$ cat src/rtl/centisecond_to_clock_display_if.sv
// Handshake and display bundle between the counter stage and the centisecond-to-clock converter.
interface centisecond_to_clock_display_if #(
   parameter int unsigned COUNT_WIDTH = 40
);
   logic [COUNT_WIDTH-1:0] countIn;
   logic                   convert;
   logic                   busy;
   logic                   done;
   logic [6:0]             centisecondsDisplay;
   logic [5:0]             secondsDisplay;
   logic [5:0]             minutesDisplay;
   logic [4:0]             hoursDisplay;
   logic [COUNT_WIDTH-1:0] daysDisplay;

   modport master (
      output countIn, convert,
      input  busy, done, centisecondsDisplay, secondsDisplay, minutesDisplay,
             hoursDisplay, daysDisplay
   );

   modport slave (
      input  countIn, convert,
      output busy, done, centisecondsDisplay, secondsDisplay, minutesDisplay,
             hoursDisplay, daysDisplay
   );
endinterface

$ cat src/rtl/centisecond_to_clock_display.sv
// Converts a centisecond count into days/hours/minutes/seconds/centiseconds using one
// shared restoring divider run in four chained stages (/100, /60, /60, /24).
module centisecond_to_clock_display #(
   parameter int unsigned COUNT_WIDTH = 40
) (
   input logic                           clockSignal,
   input logic                           reset,
   centisecond_to_clock_display_if.slave bus
);
   typedef enum logic [2:0] {IDLE, DIV100, DIV60S, DIV60M, DIV24, FINISH} state_t;

   localparam logic [6:0] LAST_STEP = 7'(COUNT_WIDTH - 1);

   state_t                 state, state_next;
   logic [COUNT_WIDTH-1:0] quo;
   logic [6:0]             rem, rem_next, divisor, step;
   logic [7:0]             trial;
   logic                   fits, last, busy;
   logic [6:0]             cs_rem;
   logic [5:0]             sec_rem, min_rem;
   logic [4:0]             hr_rem;
   logic                   done_q;
   logic [6:0]             cs_out;
   logic [5:0]             sec_out, min_out;
   logic [4:0]             hr_out;
   logic [COUNT_WIDTH-1:0] day_out;

   always_ff @(posedge clockSignal) begin
      if (reset) state <= IDLE;
      else       state <= state_next;
   end

   always_comb begin
      state_next = state;
      divisor    = 7'd100;
      busy       = 1'b1;
      last       = (step == LAST_STEP);
      case (state)
         IDLE: begin
            busy = 1'b0;
            if (bus.convert) state_next = DIV100;
         end
         DIV100: if (last) state_next = DIV60S;
         DIV60S: begin
            divisor = 7'd60;
            if (last) state_next = DIV60M;
         end
         DIV60M: begin
            divisor = 7'd60;
            if (last) state_next = DIV24;
         end
         DIV24: begin
            divisor = 7'd24;
            if (last) state_next = FINISH;
         end
         FINISH:  state_next = IDLE;
         default: state_next = IDLE;
      endcase
   end

   // One restoring step: remainder stays below the divisor, so 7 bits suffice.
   always_comb begin
      trial    = {rem, quo[COUNT_WIDTH-1]};
      fits     = (trial >= {1'b0, divisor});
      rem_next = fits ? 7'(trial - {1'b0, divisor}) : trial[6:0];
   end

   always_ff @(posedge clockSignal) begin
      if (reset) begin
         quo     <= '0;
         rem     <= '0;
         step    <= '0;
         cs_rem  <= '0;
         sec_rem <= '0;
         min_rem <= '0;
         hr_rem  <= '0;
         done_q  <= 1'b0;
         cs_out  <= '0;
         sec_out <= '0;
         min_out <= '0;
         hr_out  <= '0;
         day_out <= '0;
      end else begin
         done_q <= 1'b0;
         case (state)
            IDLE: begin
               if (bus.convert) begin
                  quo  <= bus.countIn;
                  rem  <= '0;
                  step <= '0;
               end
            end
            DIV100, DIV60S, DIV60M, DIV24: begin
               // Quotient shifts into the dividend register, leaving it as the next stage's dividend.
               quo <= {quo[COUNT_WIDTH-2:0], fits};
               if (last) begin
                  rem  <= '0;
                  step <= '0;
                  case (state)
                     DIV100:  cs_rem  <= rem_next;
                     DIV60S:  sec_rem <= rem_next[5:0];
                     DIV60M:  min_rem <= rem_next[5:0];
                     default: hr_rem  <= rem_next[4:0];
                  endcase
               end else begin
                  rem  <= rem_next;
                  step <= step + 7'd1;
               end
            end
            FINISH: begin
               cs_out  <= cs_rem;
               sec_out <= sec_rem;
               min_out <= min_rem;
               hr_out  <= hr_rem;
               day_out <= quo;
               done_q  <= 1'b1;
            end
            default: ;
         endcase
      end
   end

   assign bus.busy                = busy;
   assign bus.done                = done_q;
   assign bus.centisecondsDisplay = cs_out;
   assign bus.secondsDisplay      = sec_out;
   assign bus.minutesDisplay      = min_out;
   assign bus.hoursDisplay        = hr_out;
   assign bus.daysDisplay         = day_out;
endmodule

$ cat src/flat_wrapper.sv
// flat-port wrapper written by rule: the top's interface ports become plain ports
module centisecond_to_clock_display_flat 
#(
   parameter int unsigned COUNT_WIDTH = 40
)
  (clockSignal, reset, bus_countIn, bus_convert, bus_busy, bus_done, bus_centisecondsDisplay, bus_secondsDisplay, bus_minutesDisplay, bus_hoursDisplay, bus_daysDisplay);
  centisecond_to_clock_display_if #(.COUNT_WIDTH(COUNT_WIDTH)) bus_i ();
  input logic clockSignal;
  input logic reset;
  input wire logic [$bits(bus_i.countIn)-1:0] bus_countIn;
  input wire logic [$bits(bus_i.convert)-1:0] bus_convert;
  output wire logic [$bits(bus_i.busy)-1:0] bus_busy;
  output wire logic [$bits(bus_i.done)-1:0] bus_done;
  output wire logic [$bits(bus_i.centisecondsDisplay)-1:0] bus_centisecondsDisplay;
  output wire logic [$bits(bus_i.secondsDisplay)-1:0] bus_secondsDisplay;
  output wire logic [$bits(bus_i.minutesDisplay)-1:0] bus_minutesDisplay;
  output wire logic [$bits(bus_i.hoursDisplay)-1:0] bus_hoursDisplay;
  output wire logic [$bits(bus_i.daysDisplay)-1:0] bus_daysDisplay;
  assign bus_i.countIn = bus_countIn;
  assign bus_i.convert = bus_convert;
  assign bus_busy = bus_i.busy;
  assign bus_done = bus_i.done;
  assign bus_centisecondsDisplay = bus_i.centisecondsDisplay;
  assign bus_secondsDisplay = bus_i.secondsDisplay;
  assign bus_minutesDisplay = bus_i.minutesDisplay;
  assign bus_hoursDisplay = bus_i.hoursDisplay;
  assign bus_daysDisplay = bus_i.daysDisplay;
  centisecond_to_clock_display #(.COUNT_WIDTH(COUNT_WIDTH)) u_core (.clockSignal(clockSignal), .reset(reset), .bus(bus_i));
endmodule
$ cat config.mk
export PLATFORM = sky130hd
export DESIGN_NAME = centisecond_to_clock_display_flat
export DESIGN_NICKNAME = d
export VERILOG_FILES = /design/src/rtl/centisecond_to_clock_display_if.sv /design/src/rtl/centisecond_to_clock_display.sv /design/src/flat_wrapper.sv
export SDC_FILE = /design/constraint.sdc
export NUM_CORES = 1
export LEC_CHECK = 0
export ABC_AREA = 0
export BUFFER_PORTS_ARGS = -buffer_cell sky130_fd_sc_hd__clkbuf_2
export CORE_UTILIZATION = 30
export DETAILED_ROUTE_END_ITERATION = 12
export PLACE_DENSITY_LB_ADDON = 0.1
export RECOVER_POWER = 100
export SLEW_MARGIN = 20
export SYNTH_ARGS = -nofsm -noshare
export SYNTH_HDL_FRONTEND = slang
export SYNTH_SLANG_ARGS = --single-unit
$ cat constraint.sdc
create_clock -name clockSignal -period 7.2 [get_ports clockSignal]
set_input_delay 1.08 -clock clockSignal [delete_from_list [all_inputs] [get_ports clockSignal]]
set_output_delay 1.08 -clock clockSignal [all_outputs]
set_load 0.1 [all_outputs]
### Word level (Yosys, flattened, before mapping)

Index checks and enable logic that the tools add are counted.

| word-level totals | value |
|---|---|
| input port bits | 43 |
| register bits after elaboration | 146 |
| output and inout bits | 66 |
| logic and storage cells | 57 |

| cells by class | value |
|---|---|
| reduce and logical (&&, ||, !) cells | 11 |
| bitwise operators | 1 |
| add/sub/neg operators | 2 |
| mux-type cells | 17 |
| magnitude comparators | 1 |
| eq/ne operators | 11 |

Operator list:

| cell | count |
|---|---|
| one-hot mux 40 bit (2 select lines) | 1 |
| one-hot mux 7 bit (2 select lines) | 3 |
| two-way mux 40 bit | 1 |
| two-way mux 7 bit | 4 |
| two-way mux 3 bit | 5 |
| one-hot mux 3 bit (5 select lines) | 1 |
| AND reduction 3 bit | 4 |
| >= comparator 8 x 7 -> 1 bit | 1 |
| != test 2 x 1 -> 1 bit (second input constant) | 4 |
| adder 7 x 1 -> 7 bit (second input constant) | 1 |
| equality test 7 x 6 -> 1 bit (second input constant) | 1 |
| subtractor 7 bit | 1 |
| equality test 3 x 2 -> 1 bit (second input constant) | 2 |
| equality test 3 bit (second input constant) | 2 |
| AND reduction 5 bit | 1 |
| OR reduction 4 bit | 1 |
| equality test 3 x 1 -> 1 bit (second input constant) | 1 |
| logical NOT 3 bit | 1 |
| OR reduction 3 bit | 1 |
| two-way mux 1 bit | 2 |
| != test 2 bit (second input constant) | 1 |
| AND reduction 2 bit | 1 |
| nonzero test 2 bit | 1 |
| OR reduction 2 bit | 1 |
| inverter 1 bit | 1 |

### Logic depth before layout (Yosys ltp)

Gate-level depths: netlist of the first run.

| depth | value |
|---|---|
| depth after elaboration | 7 |
| depth in mapped cells | 12 |
| gate-level depth less buffers | 10 |

### Worst setup path before layout of the first run

No wires, ideal clock.

| timing | value |
|---|---|
| path type | reg2reg |
| start | register u_core.state[2] |
| end | register u_core.sec_rem[4] |
| path buffers | 2 |
| stages on the path, launching flop included | 11 |
| period minus slack after synthesis | 2.575 ns |
| data arrival time | 2.504 ns |
| data required time | 7.130 ns |
| setup slack | 4.625 ns |
| library setup time | 0.070 ns |
| cells stage by stage | dfxtp_1 -> buf_4 -> or3b_1 -> buf_2 -> ha_1 -> fa_1 -> a21boi_0 -> a31oi_1 -> a311oi_2 -> nand3_1 -> a21oi_1 |

| between the ends | value |
|---|---|
| longest elaborated chain between the ends | 5 |
| elaborated cells on any way between the ends | 11 |
| those cells by class | add/sub: 1; order compare: 1; eq/ne: 4; mux: 2; reduce/logical: 3 |

RTL lines:

| item | line | source |
|---|---|---|
| from (decl) | centisecond_to_clock_display.sv:14 | `state_t state, state_next;` |
| from (signal assigned) | centisecond_to_clock_display.sv:30 | `else state <= state_next;` |
| equality test 3 x 2 -> 1 bit (on tied branches) | centisecond_to_clock_display.sv:38, centisecond_to_clock_display.sv:85, centisecond_to_clock_display.sv:99 |  |
| OR reduction 2 bit (no source line) | -- |  |
| one-hot mux 7 bit (2 select lines) | centisecond_to_clock_display.sv:38 | `case (state)` |
| subtractor 7 bit / >= comparator 8 x 7 -> 1 bit (equally long branches) | centisecond_to_clock_display.sv:65, centisecond_to_clock_display.sv:64 |  |
| two-way mux 7 bit | centisecond_to_clock_display.sv:65 | `rem_next = fits ? 7'(trial - {1'b0, divisor}) : trial[6:0];` |
| to (signal assigned) | centisecond_to_clock_display.sv:101 | `DIV60S: sec_rem <= rem_next[5:0];` |
| to (decl) | centisecond_to_clock_display.sv:20 | `logic [5:0] sec_rem, min_rem;` |

Several ways; a longest one is shown, not always the timed one.
A chain may end at the register's enable or synchronous reset.

==> results.txt, run 1 <==
The final routed wirelength across all metal layers came out at 15,790 microns. The final instance area came out at 7128 sq um. The min-delay analysis places its worst path in the category register to register. The worst relative slew slack is -1.420.

Of all cell types, the one taking the most synthesized area is sky130_fd_sc_hd__dfxtp_1. The launch point of the worst reg-to-reg path is u_core.state[1]$_SDFFE_PP0P_. The worst setup path is captured at a register. At the end of routability-driven placement, the weighted congestion stood at 0.8021. The count of flip-flops with a built-in enable after synthesis is 0. The count of TritonRoute iterations in the first routing pass came out at 4. The total of buffers placed on input and output ports is 108.

The share of synthesized flip-flops with an asynchronous set or reset came out at 0. For this run, the register share of the synthesized area comes to 0.4914. The least setup slack across all paths after layout came out at 2.422 ns. Counting the buffers created by CTS gives 17. The max-slew violation total from the final report is 227. A synthesized cell averages 8.027 sq um. The flow ran to the end, but the final reports show violations. The startpoint type of the worst setup path is a primary input.

The data required time of the critical path is 7.51 ns. The checks that failed: capacitance limit, slew limit. The arrival time at the worst endpoint came out at 5.09 ns. The internal portion of the total power is 1.391 mW. The number of diodes added for antenna fixing is 0. For the worst flop-to-flop path, the logic depth is 6. The clock network power share came out at 0.485.

In this run the critical register-to-register path is captured at u_core.step[5]$_SDFFE_PP0P_. The violation count after the first detailed-route iteration came out at 344. Entering global routing, the biggest net connects 85 pins. The via count of the first global-routing pass is 4,971. For hold timing, the worst endpoint is u_core.bus.hoursDisplay[1]$_SDFFE_PP0P_. The post-synthesis instance area is 5948 sq um. The number of hold-slack violations in the final timing report was 0. In the layout the commonest cells are sky130_fd_sc_hd__nand2_1, sky130_fd_sc_hd__dfxtp_1, sky130_fd_sc_hd__a21oi_1, sky130_fd_sc_hd__clkbuf_1, sky130_fd_sc_hd__nor2_1. The distinct cell type count of the synthesized netlist came out at 55. The upper clock frequency limit is 209.3 MHz. The power density over cell area came out at 257.4 nW/um^2. The total power of the final layout came out at 1.835 mW. The leakage power came out at 2.577 nW. In this run the worst path has a maximum fanout of 83.

The row count is 51. At the placement stage, the worst setup path has a slack of 4.022 ns. The estimated wirelength of the detail-placed design came out at 10,280 microns. For the final routed database, the setup TNS stands at 0 ns. The routed length per instance is 14.44 microns.

The hold slack came out at 0.4459 ns. In this run the post-CTS setup repair buffer count came out at 0. The count of pins on the block boundary is 109. The cell depth of the worst min-delay path came out at 2. After synthesis the netlist holds a flip-flop and latch count of 146.

The final-layout fill cell count is 2,078. The global-route wire length before repair is 25,240 microns. The most used flip-flop cell after synthesis is sky130_fd_sc_hd__dfxtp_1. The number of cells produced by synthesis is 741. The horizontal extent of the die is 142.8 microns. The Yosys warning count came out at 0. TritonCTS built the clock tree. The fraction of layout cells with a size suffix above 1 came out at 0.1013. The clock period minus worst slack is 4.778 ns. The clock insertion delay at the later pin of the skew report is 0.42 ns. For this run, design rule violations remaining after detail routing come to 0.

Setup violations remaining at the end of the flow were counted as 0. The clock transition at the register clock pins on the worst setup and hold paths after CTS came out at 0.06 ns. Measured along the y axis, the die boundary spans 142.8 microns. The number of clock sinks came out at 146. The number of maximum-capacitance constraint violations is 3. The total global routing track utilization came out at 0.1593. The clock skew after layout is 0.009339 ns.

Across all layers, the routed design uses 5,288 vias. The sequential cell fraction of total power came out at 0.463. The final period utilization came out at 0.6636. The net total in the final layout is 865. Setup repair after global routing left no endpoint under its margin.

Clock tree synthesis selected as its root buffer the cell sky130_fd_sc_hd__clkbuf_16. The fraction of post-synthesis cell area in the top cell type by area is 0.4914. The synthesized netlist net count is 790.

The number of levels the H-tree was split into is 4. The launch point of the worst hold path is u_core.hr_rem[1]$_SDFFE_PP0P_. The area growth from synthesis to layout is 19.84%. Summed over all nets, the switching power comes to 0.4432 mW. The register-to-register setup slack came out at 2.63 ns. The highest ir drop seen on vdd is 0.0001357 V. The power share of the combinational group is 0.052. The slew at the pin closest to its max-slew limit came out at 3.629 ns. The post-cts hold buffer count came out at 0. Yosys attributes the largest share of cell area to sky130_fd_sc_hd__dfxtp_1, sky130_fd_sc_hd__nand2_1, sky130_fd_sc_hd__a21oi_1. The detail-routed via count per cell came out at 4.834. Leaving out fill and tap cells, the most frequent cell in the layout is sky130_fd_sc_hd__nand2_1. The cell area after placement is 6651 sq um. The die area came out at 20,390 sq um. The post-cts gate resize count is 0. The start-to-end type of the worst setup path is primary input to register. Summed over all layers, the global routing overflow is 0. Of the total power, the share spent switching nets is 0.2416.

The number of antenna violations at the first check in global routing is 0. The region available for standard cell placement spans 19,460 sq um. The effective utilization at floorplan came out at 0.3056. The clock passes through at most 2 buffers. The number of nets with antenna violations after detailed routing came out at 0.
[area by class of cell]
cell class	count	area, sq um	share of cell area
timing repair buffer	115	498.0	0.06986
clock buffer	19	442.9	0.06214
inverter	5	18.77	0.002633
multi-input combinational	531	2763	0.3876
tap	265	331.6	0.04652
clock inverter	13	151.4	0.02124
sequential	146	2923	0.4100
[synth_stat cells, types with 2 or more instances]
cell,n
sky130_fd_sc_hd__a21oi_1,82
sky130_fd_sc_hd__nor2_1,64
sky130_fd_sc_hd__a211oi_1,2
sky130_fd_sc_hd__mux2i_1,10
sky130_fd_sc_hd__or3_1,4
sky130_fd_sc_hd__xnor2_1,3
sky130_fd_sc_hd__a22o_1,3
sky130_fd_sc_hd__nand3b_1,6
sky130_fd_sc_hd__ha_1,5
sky130_fd_sc_hd__or4_1,2
sky130_fd_sc_hd__buf_1,3
sky130_fd_sc_hd__nor3_1,4
sky130_fd_sc_hd__a211oi_2,2
sky130_fd_sc_hd__nand2b_1,3
sky130_fd_sc_hd__dfxtp_1,146
sky130_fd_sc_hd__inv_1,4
sky130_fd_sc_hd__a22oi_1,3
sky130_fd_sc_hd__clkbuf_1,54
sky130_fd_sc_hd__and2_1,2
sky130_fd_sc_hd__nor3b_1,2
sky130_fd_sc_hd__xor2_1,3
sky130_fd_sc_hd__a2111oi_0,2
sky130_fd_sc_hd__a311oi_1,39
sky130_fd_sc_hd__nand2_1,240
sky130_fd_sc_hd__a31oi_1,2
sky130_fd_sc_hd__o31ai_1,3
sky130_fd_sc_hd__a21o_1,2
sky130_fd_sc_hd__nand3_1,10
sky130_fd_sc_hd__o21ai_0,7
sky130_fd_sc_hd__o41ai_1,2
sky130_fd_sc_hd__nand4_1,3
[kinds of logic after synthesis]
kind of cell               count (synthesis)  share of synthesized area
AOI/OAI and AO/OA                        158                     0.1805
xor gates and xnor gates                   6                   0.008836
adders and majority gates                  7                    0.01557
buffers and inverters                     64                    0.04123
DFF                                      146                     0.4914
muxes                                     10                    0.01683
and+or+nand+nor                          350                     0.2457
[per-stage QoR]
| stage | utilization | instances |
|---|---|---|
| floorplan | - | 741 |
| global placement | 0.3418 | 1062 |
| detailed placement | 0.3418 | 1062 |
| CTS | 0.3723 | 1094 |
| global route | 0.3662 | 1094 |
| finish | 0.3662 | 1094 |
[per-layer routing]
layer / vias to the layer above / wire (microns) / GRT usage
met2: 145 / 6723 / 0.2335
met4: 0 / 296 / 0.06169
met3: 23 / 913 / 0.04661
met1: 2436 / 7860 / 0.2183
met5: - / 0 / 0
li1: 2684 / - / -
[critical path: stages]
cell and delay [ns]:
sky130_fd_sc_hd__buf_4 0.49, sky130_fd_sc_hd__clkbuf_1 2.59, sky130_fd_sc_hd__nor2_1 0.50, sky130_fd_sc_hd__a22o_1 0.37
[flip-flops by register name (all words and copies together) (netlist names), 7 cells and up]
| name | flops |
|---|---|
| u_core.bus.centisecondsDisplay | 7 |
| u_core.bus.daysDisplay | 40 |
| u_core.cs_rem | 7 |
| u_core.quo | 40 |
| u_core.rem | 7 |
| u_core.step | 7 |
[power groups by stage]
stage	clock, mW	sequential (mW)	combinational [mW]
after CTS	0.917	0.848	0.0943
after global placement	0	0.866	0.0928
after floorplan	0	0.859	0.0680
after global routing	0.952	0.851	0.109
final	0.891	0.849	0.0954
after detailed placement	0	0.866	0.0941
[how the worst max path moves through the flow]
stage,startpoint,to,cells past startpoint
global route,reset,u_core.rem[3]$_SDFFE_PP0P_,4
CTS,u_core.state[2]$_SDFFE_PP0P_,u_core.sec_rem[4]$_SDFFE_PP0P_,8
floorplan,u_core.state[2]$_SDFFE_PP0P_,u_core.sec_rem[4]$_SDFFE_PP0P_,10
detailed placement,u_core.state[2]$_SDFFE_PP0P_,u_core.sec_rem[4]$_SDFFE_PP0P_,8
global placement,u_core.state[2]$_SDFFE_PP0P_,u_core.hr_rem[4]$_SDFFE_PP0P_,8
finish,reset,u_core.rem[3]$_SDFFE_PP0P_,4
Power figures use the tool's default switching activity.
==> run 2, diff against run 1 <==
==> constraint.sdc (replaced) <==
create_clock -name clockSignal -period 3.95 [get_ports clockSignal]
set_input_delay 0.5925 -clock clockSignal [delete_from_list [all_inputs] [get_ports clockSignal]]
set_output_delay 0.5925 -clock clockSignal [all_outputs]
set_load 0.1 [all_outputs]
==> results.txt, run 2 (synthesized netlist as in run 1, its figures left out) <==
The run finished, with violations left. The checks that failed: capacitance limit, slew limit. The number of diodes added for antenna fixing is 0.

The violation count after the first detailed-route iteration is 292. For this configuration, the core starts out at a cell density of 0.3056. The footprint of the flip-flops and latches came out at 2923 sq um. The count of TritonRoute iterations in the first routing pass is 6. The slew at the pin closest to its max-slew limit came out at 2.077 ns. The length in cells of the worst reg-to-reg path is 8. The die is 142.8 microns tall. The startpoint identified for the worst register-to-register timing path is u_core.state[2]$_SDFFE_PP0P_. The die covers 20,390 sq um.

The critical path endpoint category is a register. In the final layout, the share of cells above drive strength 1 is 0.1032. The data required time of the critical path came out at 4.30 ns. TritonCTS built the clock tree. Entering global routing, the biggest net connects 67 pins. The startpoint type of the worst setup path is a register. After routing, the total negative slack on setup checks comes to 0 ns. In the final design database the tool counted 869 nets. Along the worst path, the maximum fanout reaches 18. 109 I/O pins were placed. Traced cell by cell, the critical path runs through or3b_1 > ha_1 > fa_1 > a21boi_0 > a2111oi_0 > a211oi_1 > nand3_1 > a21oi_1.

The post-cts hold buffer count came out at 0. The max-slew violation total from the final report is 176. The clock period minus worst slack came out at 3.353 ns. Clock skew on the completed layout was measured at 0.007533 ns. The total area of multi-input combinational cells is 2726 sq um.

The total power of the final layout is 3.304 mW. The area of the core came out at 19,460 sq um. The count of buffer and inverter cells on the critical path came out at 0. The total vias in the final route is 5,256. The buffer levels on the longest clock path is 2. The clock insertion delay at the later pin of the skew report came out at 0.42 ns. The worst relative slew slack is -0.3849. The final routed wirelength across all metal layers came out at 16,570 microns. The slowest stage of the critical path belongs to the cell sky130_fd_sc_hd__dfxtp_1. After legalization and detailed placement, the total HPWL measured 10,860 microns. The hold slack is 0.4226 ns.

The horizontal extent of the die is 142.8 microns. The number of antenna violations at the first check in global routing is 0. For this run, global-route usage on met3 was measured as 0.04292. The clock transition at the register clock pins on the worst setup and hold paths after CTS is 0.07 ns. The min-delay analysis places its worst path in the category primary input to register. Tracing the worst setup path back leads to its startpoint at u_core.state[2]$_SDFFE_PP0P_. The number of maximum-capacitance constraint violations is 4. The critical path crosses 8 cells after its start point.

The detail-routed via count per cell came out at 4.787. For flop-to-flop paths, the worst setup slack is 0.60 ns. On the critical path the largest part of the delay comes from compound AO/OA/AOI/OAI gates. Leaving out fill and tap cells, the most frequent cell in the layout is sky130_fd_sc_hd__nand2_1. The routing usage on met1 came out at 0.2290. Setup repair after global routing left no endpoint under its margin. Dividing the detail-routed wire length by the instance count gives 15.09 microns. The highest ir drop seen on vdd is 0.0002805 V. The upper clock frequency limit is 298.2 MHz. The worst register-to-register path ends at u_core.sec_rem[3]$_SDFFE_PP0P_. The area growth from synthesis to layout is 19.39%. Across every metal layer, demand over resource in global routing totals 0.1686.

The final period utilization came out at 0.8489. The most critical setup path has its endpoint at u_core.sec_rem[3]$_SDFFE_PP0P_. The number of hold-slack violations in the final timing report came to 0.

The clock buffer count from CTS is 17. The via count of the first global-routing pass is 5,164. The arrival time at the worst endpoint is 3.70 ns. Post-CTS timing repair inserted 0 buffers for setup. Summing all non-filler instances in the final layout gives an area of 7102 sq um.

The layer flagged by global routing as most heavily used is met2. The layout has 2,097 filler cells. The first global-routing pass estimated 26,910 microns of wire.

In the routed design, unresolved DRC markers number 0. The stage delay of the slowest cell on the critical path came out at 0.61 ns. The number of nets with antenna violations after detailed routing is 0. The post-cts gate resize count came out at 0. The total of buffers placed on input and output ports came out at 108.

The weighted congestion reported at the end of routability-driven placement came out at 0.8753. The number of clock sinks is 146. The initialized floorplan defines 51 standard-cell rows.

The top cell types in the final layout, fill and taps aside, are sky130_fd_sc_hd__nand2_1, sky130_fd_sc_hd__dfxtp_1, sky130_fd_sc_hd__a21oi_1, sky130_fd_sc_hd__clkbuf_1, sky130_fd_sc_hd__nor2_1. The critical path in this run is classified as register to register. The H-tree was split into 4 levels. For this design the static power due to leakage is 2.589 nW. After global routing the overflow that remains totals 0.

Summing all placed instances gives a cell area of 6681 sq um. Setup violations remaining at the end of the flow were counted as 0. The startpoint identified for the worst hold timing path is bus_countIn[31]. The power density over cell area came out at 465.2 nW/um^2.

For met2 alone, demand over resource in global routing was 0.2595. The master cell of the clock root buffer is sky130_fd_sc_hd__clkbuf_16.
-- run 2: cell types whose count changed in the layout (fill, tap and decap cells not counted), moves of 2 or more --
cell	change
sky130_fd_sc_hd__a211oi_2	-2
sky130_fd_sc_hd__clkbuf_1	-2
sky130_fd_sc_hd__a211oi_1	+2
sky130_fd_sc_hd__inv_6	+2
sky130_fd_sc_hd__buf_4	+4
-- run 2: per-stage QoR --
stage	worst slack, ns	util	cells
after detailed placement	0.7953	0.3433	1066
after CTS	0.7810	0.3727	1098
after global placement	0.9881	0.3433	1066
final	0.5969	0.3649	1098
after global routing	0.2956	0.3649	1098
after floorplan	1.375	-	741
-- run 2: layout make-up --
cell class,instances,area share
inverters,5,0.002643
repair buffers,119,0.07452
clock buffers,17,0.05990
multi-input cells,531,0.3839
flip-flops and latches,146,0.4116
well taps,265,0.04669
clock inverters,15,0.02079
-- run 2: power breakdown --
group | internal [mW] | switching (mW)
registers | 1.51 | 0.0354
clock network | 0.885 | 0.701
logic | 0.0612 | 0.111
total | 2.46 | 0.847
-- run 2: layer usage --
layer	share of wire	wire, microns
met1	0.50	8355
met2	0.44	7353
met3	0.041	672
met4	0.011	183
met5	0	0
-- run 2: worst min path at each step --
stage | endpoint | slack (ns) | depth (start not counted)
floorplan | u_core.bus.minutesDisplay[0]$_SDFFE_PP0P_ | 0.43 | 2
global placement | u_core.bus.secondsDisplay[2]$_SDFFE_PP0P_ | 0.44 | 2
detailed placement | u_core.bus.secondsDisplay[2]$_SDFFE_PP0P_ | 0.45 | 2
CTS | u_core.quo[28]$_SDFFE_PP0P_ | 0.41 | 3
global route | u_core.quo[24]$_SDFFE_PP0P_ | 0.41 | 3
finish | u_core.quo[31]$_SDFFE_PP0P_ | 0.42 | 3
-- run 2: worst reg2reg max path: cells and delay by family, from the launching register on --
kind	cells	cell delay, ns
and+or+nand+nor	2	0.67
adders and majority gates	2	0.74
DFF	1	0.61
AOI/OAI and AO/OA	4	1.26
